File: src/rtl/dmem_arb_pkg.sv
// Shared definitions for the data-RAM arbiter.
//   state_e     : arbiter FSM encoding (ST_RUN = 1'b0, ST_HALT = 1'b1)
//   DEF_ADDR_W  : default RAM word-address width
//   DEF_DATA_W  : default RAM data width
package dmem_arb_pkg;

    typedef enum logic {
        ST_RUN  = 1'b0,
        ST_HALT = 1'b1
    } state_e;

    localparam int DEF_ADDR_W = 8;
    localparam int DEF_DATA_W = 32;

endpackage : dmem_arb_pkg

File: src/rtl/dmem_arbiter_sat_counter.sv
// Saturating up-counter with a synchronous clear.
// Ports:
//   clk        : clock
//   rst        : synchronous active-high reset (count -> 0)
//   clear_i    : clear to zero on the next edge (wins over inc_i)
//   inc_i      : increment on the next edge, holding at LIMIT
//   count_o    : current count
//   at_limit_o : count_o == LIMIT
module sat_counter #(
    parameter int WIDTH = 3,
    parameter int LIMIT = 4
) (
    input  logic             clk,
    input  logic             rst,
    input  logic             clear_i,
    input  logic             inc_i,
    output logic [WIDTH-1:0] count_o,
    output logic             at_limit_o
);

    localparam logic [WIDTH-1:0] LIMIT_C = WIDTH'(LIMIT);

    logic [WIDTH-1:0] count_q;
    logic [WIDTH-1:0] count_d;

    always_comb begin
        // NOTE: the default assignment first means every path drives count_d,
        // so no latch is inferred.
        count_d = count_q;
        if (clear_i) begin
            count_d = '0;
        end else if (inc_i && (count_q != LIMIT_C)) begin
            count_d = count_q + WIDTH'(1);
        end
    end

    // NOTE: sequential state uses non-blocking assignments only, so every
    // flop samples the pre-edge value of its inputs.
    always_ff @(posedge clk) begin
        if (rst) begin
            count_q <= '0;
        end else begin
            count_q <= count_d;
        end
    end

    assign count_o    = count_q;
    assign at_limit_o = (count_q == LIMIT_C);

endmodule : sat_counter

File: src/rtl/dmem_arbiter.sv
// Single-port data-RAM arbiter between the pipeline memory stage and a
// debug/boot-loader port. The pipeline normally has priority; a starvation
// counter forces a debug grant after STARVE_LIMIT denied cycles, and halt mode
// freezes the pipeline so the debug port can burst-load the RAM.
// Ports:
//   clk, rst                 : clock, synchronous active-high reset
//   pipe_req_i/we_i/addr_i/wdata_i : pipeline access request
//   pipe_rdata_o             : RAM read data, combinational pass-through
//   pipe_stall_o             : pipeline must hold memory stage and earlier
//   dbg_req_i/we_i/addr_i/wdata_i  : debug access request (held until grant)
//   dbg_halt_i               : request halt mode
//   dbg_gnt_o                : debug access performed this cycle
//   dbg_rvalid_o, dbg_rdata_o: registered debug read result
//   halted_o                 : arbiter is in HALT
//   ram_we_o/addr_o/wdata_o  : RAM command
//   ram_rdata_i              : RAM combinational read data
module dmem_arbiter
    import dmem_arb_pkg::*;
#(
    parameter int ADDR_W       = DEF_ADDR_W,
    parameter int DATA_W       = DEF_DATA_W,
    parameter int STARVE_LIMIT = 4
) (
    input  logic              clk,
    input  logic              rst,
    input  logic              pipe_req_i,
    input  logic              pipe_we_i,
    input  logic [ADDR_W-1:0] pipe_addr_i,
    input  logic [DATA_W-1:0] pipe_wdata_i,
    output logic [DATA_W-1:0] pipe_rdata_o,
    output logic              pipe_stall_o,
    input  logic              dbg_req_i,
    input  logic              dbg_we_i,
    input  logic [ADDR_W-1:0] dbg_addr_i,
    input  logic [DATA_W-1:0] dbg_wdata_i,
    input  logic              dbg_halt_i,
    output logic              dbg_gnt_o,
    output logic              dbg_rvalid_o,
    output logic [DATA_W-1:0] dbg_rdata_o,
    output logic              halted_o,
    output logic              ram_we_o,
    output logic [ADDR_W-1:0] ram_addr_o,
    output logic [DATA_W-1:0] ram_wdata_o,
    input  logic [DATA_W-1:0] ram_rdata_i
);

    localparam int CNT_W = $clog2(STARVE_LIMIT + 1);

    state_e            state_q, state_d;
    logic              rvalid_q, rvalid_d;
    logic [DATA_W-1:0] rdata_q, rdata_d;

    logic              starve_at_limit;
    logic [CNT_W-1:0]  starve_cnt;
    logic              in_halt;
    logic              gnt;

    // Counts consecutive cycles a debug request has been refused; any cycle
    // without a pending request, or with a grant, restarts the count.
    sat_counter #(
        .WIDTH (CNT_W),
        .LIMIT (STARVE_LIMIT)
    ) u_starve (
        .clk        (clk),
        .rst        (rst),
        .clear_i    (~dbg_req_i | gnt),
        .inc_i      (1'b1),
        .count_o    (starve_cnt),
        .at_limit_o (starve_at_limit)
    );

    // Grant, stall and RAM mux. The grant uses the current state only, so a
    // halt request arriving with a debug request takes effect a cycle later.
    always_comb begin
        in_halt      = (state_q == ST_HALT);
        gnt          = dbg_req_i & (in_halt | ~pipe_req_i | starve_at_limit);
        pipe_stall_o = in_halt | (gnt & pipe_req_i);

        ram_we_o     = pipe_req_i & pipe_we_i & ~pipe_stall_o;
        ram_addr_o   = pipe_addr_i;
        ram_wdata_o  = pipe_wdata_i;
        if (gnt) begin
            ram_we_o    = dbg_we_i;
            ram_addr_o  = dbg_addr_i;
            ram_wdata_o = dbg_wdata_i;
        end

        // Both RUN->HALT and HALT->RUN follow dbg_halt_i directly.
        state_d  = dbg_halt_i ? ST_HALT : ST_RUN;

        rvalid_d = gnt & ~dbg_we_i;
        rdata_d  = rvalid_d ? ram_rdata_i : rdata_q;
    end

    always_ff @(posedge clk) begin
        if (rst) begin
            state_q  <= ST_RUN;
            rvalid_q <= 1'b0;
            rdata_q  <= '0;
        end else begin
            state_q  <= state_d;
            rvalid_q <= rvalid_d;
            rdata_q  <= rdata_d;
        end
    end

    assign pipe_rdata_o = ram_rdata_i;
    assign dbg_gnt_o    = gnt;
    assign dbg_rvalid_o = rvalid_q;
    assign dbg_rdata_o  = rdata_q;
    assign halted_o     = (state_q == ST_HALT);

endmodule : dmem_arbiter

File: config.mk
export PLATFORM = sky130hd
export DESIGN_NAME = dmem_arbiter
export DESIGN_NICKNAME = d
export VERILOG_FILES = /design/src/rtl/dmem_arb_pkg.sv /design/src/rtl/dmem_arbiter_sat_counter.sv /design/src/rtl/dmem_arbiter.sv
export SDC_FILE = /design/constraint.sdc
export NUM_CORES = 1
export LEC_CHECK = 0
export ABC_AREA = 1
export BUFFER_PORTS_ARGS = -buffer_cell sky130_fd_sc_hd__buf_2
export CORE_MARGIN = 4
export CORE_UTILIZATION = 40
export CTS_BUF_LIST = sky130_fd_sc_hd__clkbuf_4 sky130_fd_sc_hd__clkbuf_8
export CTS_CLUSTER_DIAMETER = 60
export CTS_CLUSTER_SIZE = 12
export DETAILED_ROUTE_END_ITERATION = 8
export PLACE_DENSITY = 0.91
export SLEW_MARGIN = 20
export SYNTH_ARGS = -nofsm -noshare
export SYNTH_HDL_FRONTEND = slang
export SYNTH_SLANG_ARGS = --single-unit
File: constraint.sdc
create_clock -name clk -period 1.6 [get_ports clk]
set_input_delay 0.24 -clock clk [delete_from_list [all_inputs] [get_ports clk]]
set_output_delay 0.24 -clock clk [all_outputs]
set_load 0.01 [all_outputs]
Word-level counts from Yosys, hierarchy flattened
Index checks and enable logic that the tools add are counted.
W data, S select, Z words.

storage, ports and cells
  register bits after elaboration = 37
  output and inout bits = 109
  logic and storage cells = 25

cells by class
  add/sub/neg operators = 1
  equal/unequal tests = 2
  multiplexer cells = 4
  bitwise logic cells = 13
  reductions and logical operators = 1

operators by type and width
  operator               number
  $mux W32               1
  $mux W8                1
  $and A1 B1 Y1          5
  $not A1 Y1             4
  $or A1 B1 Y1           4
  $add A3 B1 Y3 const B  1
  $eq A3 B3 Y1 const B   1
  $ne A3 B3 Y1 const B   1
  $mux W1                2
  $reduce_or A2 Y1       1

Longest topological paths before layout
  depth in word-level cells = 9
  gate-level depth with buffers = 9

Modules after synthesis
From an unflattened synthesis, not the netlist that was laid out.

second synthesis, totals
  cells, all modules = 480
  area total of the unflattened synthesis = 2,730.1 um2

by module, submodules not included
  module        times used  cells each  area an instance (um2)  seq. area each (um2)
  dmem_arbiter  1           453         2,555.0                 680.7
  sat_counter   1           27          175.2                   60.1

Worst setup path after synthesis
Ideal clock, no wire load.

  path kind = register to output
  start = register u_starve.count_q[0] (netlist: u_starve.count_o[0])
  end = output port ram_wdata_o[21]
  data arrival time = 1.249 ns
  required time = 1.360 ns
  slack = 0.111 ns
  stages on the path, launching flop included = 10
  path buffers = 1
  cells stage by stage = dfxtp_1 -> inv_1 -> ha_1 -> nand2_2 -> nand3_4 -> nand2_2 -> inv_2 -> buf_4 -> nand2_1 -> nand2_1

on the way
  word-level cells in the longest chain between the ends = 4

ends and longest elaborated chain
  element                 RTL line                        source
  start, declared         dmem_arbiter_sat_counter.sv:23  logic [WIDTH-1:0] count_q;
  start signal, assigned  dmem_arbiter_sat_counter.sv:43  count_q <= count_d;
  $eq A3 B3 Y1            dmem_arbiter_sat_counter.sv:48  assign at_limit_o = (count_q == LIMIT_C);
  $or A1 B1 Y1            dmem_arbiter.sv:76              gnt = dbg_req_i & (in_halt | ~pipe_req_i | starve_at_limit);
  $and A1 B1 Y1           dmem_arbiter.sv:76
  net dbg_gnt_o           dmem_arbiter.sv:37              output logic dbg_gnt_o,
  $mux W32                dmem_arbiter.sv:82              if (gnt) begin
  end, declared           dmem_arbiter.sv:43              output logic [DATA_W-1:0] ram_wdata_o,

The timed path passes the listed nets, and every way through them passes these cells.

Final worst setup path
  start = register u_starve.count_q[1] (netlist: u_starve.count_o[1])
  end = output port ram_wdata_o[16]

on the way
  word-level cells in the longest chain between the ends = 4

ends and longest elaborated chain
  element        RTL line
  $eq A3 B3 Y1   dmem_arbiter_sat_counter.sv:48
  $or A1 B1 Y1   dmem_arbiter.sv:76
  $and A1 B1 Y1  dmem_arbiter.sv:76
  $mux W32       dmem_arbiter.sv:82

No other way between the ends.

==> impl_metrics.json <==
{
  "final.setup_skew_ns": 0.00491,
  "chipHeight_um": 89.6,
  "drtIter0Drc": 71,
  "slew_headroom_pct": 70.8,
  "filler_cell_count": 591,
  "row_count": 29,
  "core_region_area_sq_um": 6390,
  "ctsHtreeMaxLevel": 2,
  "number_of_max_slew_violations_in_the_final_report": 0,
  "initial_utilization_pct": 41.7,
  "layout-area-overhead-vs-synth_pct": 54.2,
  "synth.cell_area_sq_um": 2660,
  "clockRootBuffer": "clkbuf_8",
  "insertion_delay_ns": 0.28,
  "most-common-layout-cells": "buf_2, nand2_1, inv_1, nor2_1, dfxtp_1",
  "unrepaired_setup_endpoints_after_global_routing": "yes",
  "tritoncts": "done",
  "final_util_pct": 64.2,
  "cts.sink_count": 37,
  "globalRoute.totalOverflow": 0,
  "maximum_number_of_pins_on_one_net_before_global_route_repair": 43,
  "drt_pass1_iterations": 4,
  "placedCellCount": 725,
  "synth-warning-count": 0,
  "io_pins": 228,
  "timing.final.crit_share_pct": 116,
  "final_period_minus_worst_setup_slack_ns": 1.85,
  "number_of_global_route_vias_before_repair": 2918,
  "postSynthRegisterBits": 37,
  "die-width_um": 89.6,
  "antenna_cells_inserted": 0,
  "drt_drc_violations_left": 0,
  "cts_buffers": 5,
  "post_drt_via_cell_ratio": 4.52,
  "final_nets": 781,
  "ant_nets": 0,
  "drt-total-wl_mm": 9.39,
  "tightestPinTransition_ns": 0.437,
  "avgSynthCellArea_sq_um": 5.72,
  "vias": 3333,
  "syn_nets": 586,
  "startpoint_type": "register",
  "timing_hold_violations_final": 0,
  "final_layout_size_suffix_gt1_share_pct": 45.1,
  "p_per_area_nw_per_um2": 660,
  "synth_cell_types": 19,
  "cp_data_arrival_time_ns": 1.61,
  "cellLeakagePower_nw": 2.62,
  "critPathKind": "reg -> out",
  "dp_slack_ns": -0.196,
  "yosysSeqAreaShare_pct": 27.8,
  "dpl.hpwl_mm": 6.89,
  "gp_congestion": 0.963,
  "final_number_of_setup_violating_endpoints": 43,
  "critPathRequiredTime_ns": 1.36,
  "antenna_found_initial": 0,
  "max_freq_mhz": 541,
  "layout.cells.non_filler": 738,
  "post_synth_inst_count": 465,
  "wire_per_inst_um": 12.7,
  "failed_checks": "setup timing",
  "port_buffers": 227,
  "grt.total_usage_pct": 20.4,
  "die_area_sq_um": 8020,
  "status": "finished with violations",
  "timing.critical_path.to_type": "primary output",
  "vdd_ir_drop_max_mv": 0.514,
  "grt_first_pass_wirelength_mm": 13.0,
  "mostFrequentLayoutCell": "buf_2",
  "hold_class": "in -> reg",
  "critical_path_peak_fanout": 7,
  "cts_buffer_depth": 2,
  "setup_slack_ns": -0.250,
  "clkTransAtPathRegs_ns": 0.07,
  "count_of_maximum_capacitance_violations": 0
}
-- through the flow --
stage                     power [mW]  TNS, ns  hold slack [ns]  instance area, sq um
after detailed placement        1.87    -7.46            0.448                  3620
after CTS                       2.69    -8.57            0.140                  4010
after floorplan                 1.52        0            0.311                  2660
final                           2.71    -7.28            0.148                  4100
after global routing            2.89   -11.52            0.143                  4100
after global placement          1.85    -4.12            0.441                  3620
-- per-layer routing --
layer / up-vias / track usage, % / share of wire [%]
li1: 1702 / - / -
met1: 1449 / 22.4 / 35
met2: 168 / 37.8 / 52
met3: 14 / 5.07 / 11
met4: 0 / 6.77 / 1.8
met5: - / 0 / 0
-- worst max-delay path, stage by stage (launching register included) --
cell     delay (ns)
dfxtp_2        0.34
inv_2          0.04
ha_4           0.16
nand2_4        0.06
nand3_4        0.09
nand2_8        0.12
buf_12         0.12
buf_12         0.12
nand2_2        0.05
nand2_1        0.07
buf_2          0.16
-- power by group --
group	total, mW	internal, mW	switching, mW
Combinational	1.00	0.460	0.541
Clock	0.705	0.389	0.316
Sequential	1.00	0.975	0.0263
Total	2.71	1.82	0.883
-- cell usage after synthesis --
| master | n | area share (%) |
|---|---|---|
| nand4_1 | 32 | 7.5 |
| xnor2_1 | 1 | 0.33 |
| inv_2 | 1 | 0.14 |
| buf_6 | 3 | 1.3 |
| clkinv_1 | 1 | 0.14 |
| ha_1 | 2 | 0.94 |
| nand3_1 | 2 | 0.38 |
| clkbuf_1 | 3 | 0.42 |
| a21oi_1 | 2 | 0.38 |
| buf_2 | 9 | 1.7 |
| nand2_2 | 2 | 0.47 |
| nand3_4 | 2 | 1.3 |
| nor2_1 | 35 | 4.9 |
| inv_1 | 102 | 14 |
| dfxtp_1 | 37 | 28 |
| buf_4 | 36 | 10 |
| buf_1 | 5 | 0.71 |
| nand2_1 | 189 | 27 |
| nand3b_1 | 1 | 0.28 |
-- state kept, by name, indices dropped and copies added, names as in the netlist --
| register | count |
|---|---|
| dbg_rdata_o | 32 |
| dbg_rvalid_o | 1 |
| halted_o | 1 |
| u_starve.count_o | 3 |
-- repair_timing --
item / 4_1_cts / 5_1_grt
setup buffers: 2 / 0
hold buffers: 0 / 0
pin swaps: 24 / 7
gates cloned: 3 / 0
hold endpoints to repair: 0 / 0
resized for setup: 52 / 24
setup endpoints to repair: 75 / 52
-- kinds of logic after synthesis --
kind of cell | Yosys count | share of synthesized area [%]
adders and majority gates | 2 | 0.941
and+or+nand+nor | 263 | 41.6
DFF | 37 | 27.8
buffers and inverters | 160 | 28.9
xor gates and xnor gates | 1 | 0.329
AOI/OAI and AO/OA | 2 | 0.376
-- final timing paths --
check / startpoint / end / slack [ns] / cells after the start
worst min-delay path: rst / halted_o / 0.15 / 2
worst min register to register: u_starve.count_o[0] / u_starve.count_o[0] / 0.50 / 2
worst max-delay path: u_starve.count_o[1] / ram_wdata_o[16] / -0.25 / 10
worst max register to register: u_starve.count_o[1] / dbg_rdata_o[3] / 0.14 / 10
-- area by class of cell --
type / count / area [sq um] / area share [%]
Timing Repair Buffer: 244 / 1470 / 35.8
Multi-Input combinational cell: 268 / 1300 / 31.6
Sequential cell: 37 / 743 / 18.1
Inverter: 104 / 398 / 9.70
Clock buffer: 7 / 96.3 / 2.35
Tap cell: 77 / 96.3 / 2.35
Clock inverter: 1 / 5.00 / 0.122
No activity file was read; power rests on OpenSTA's default activity.
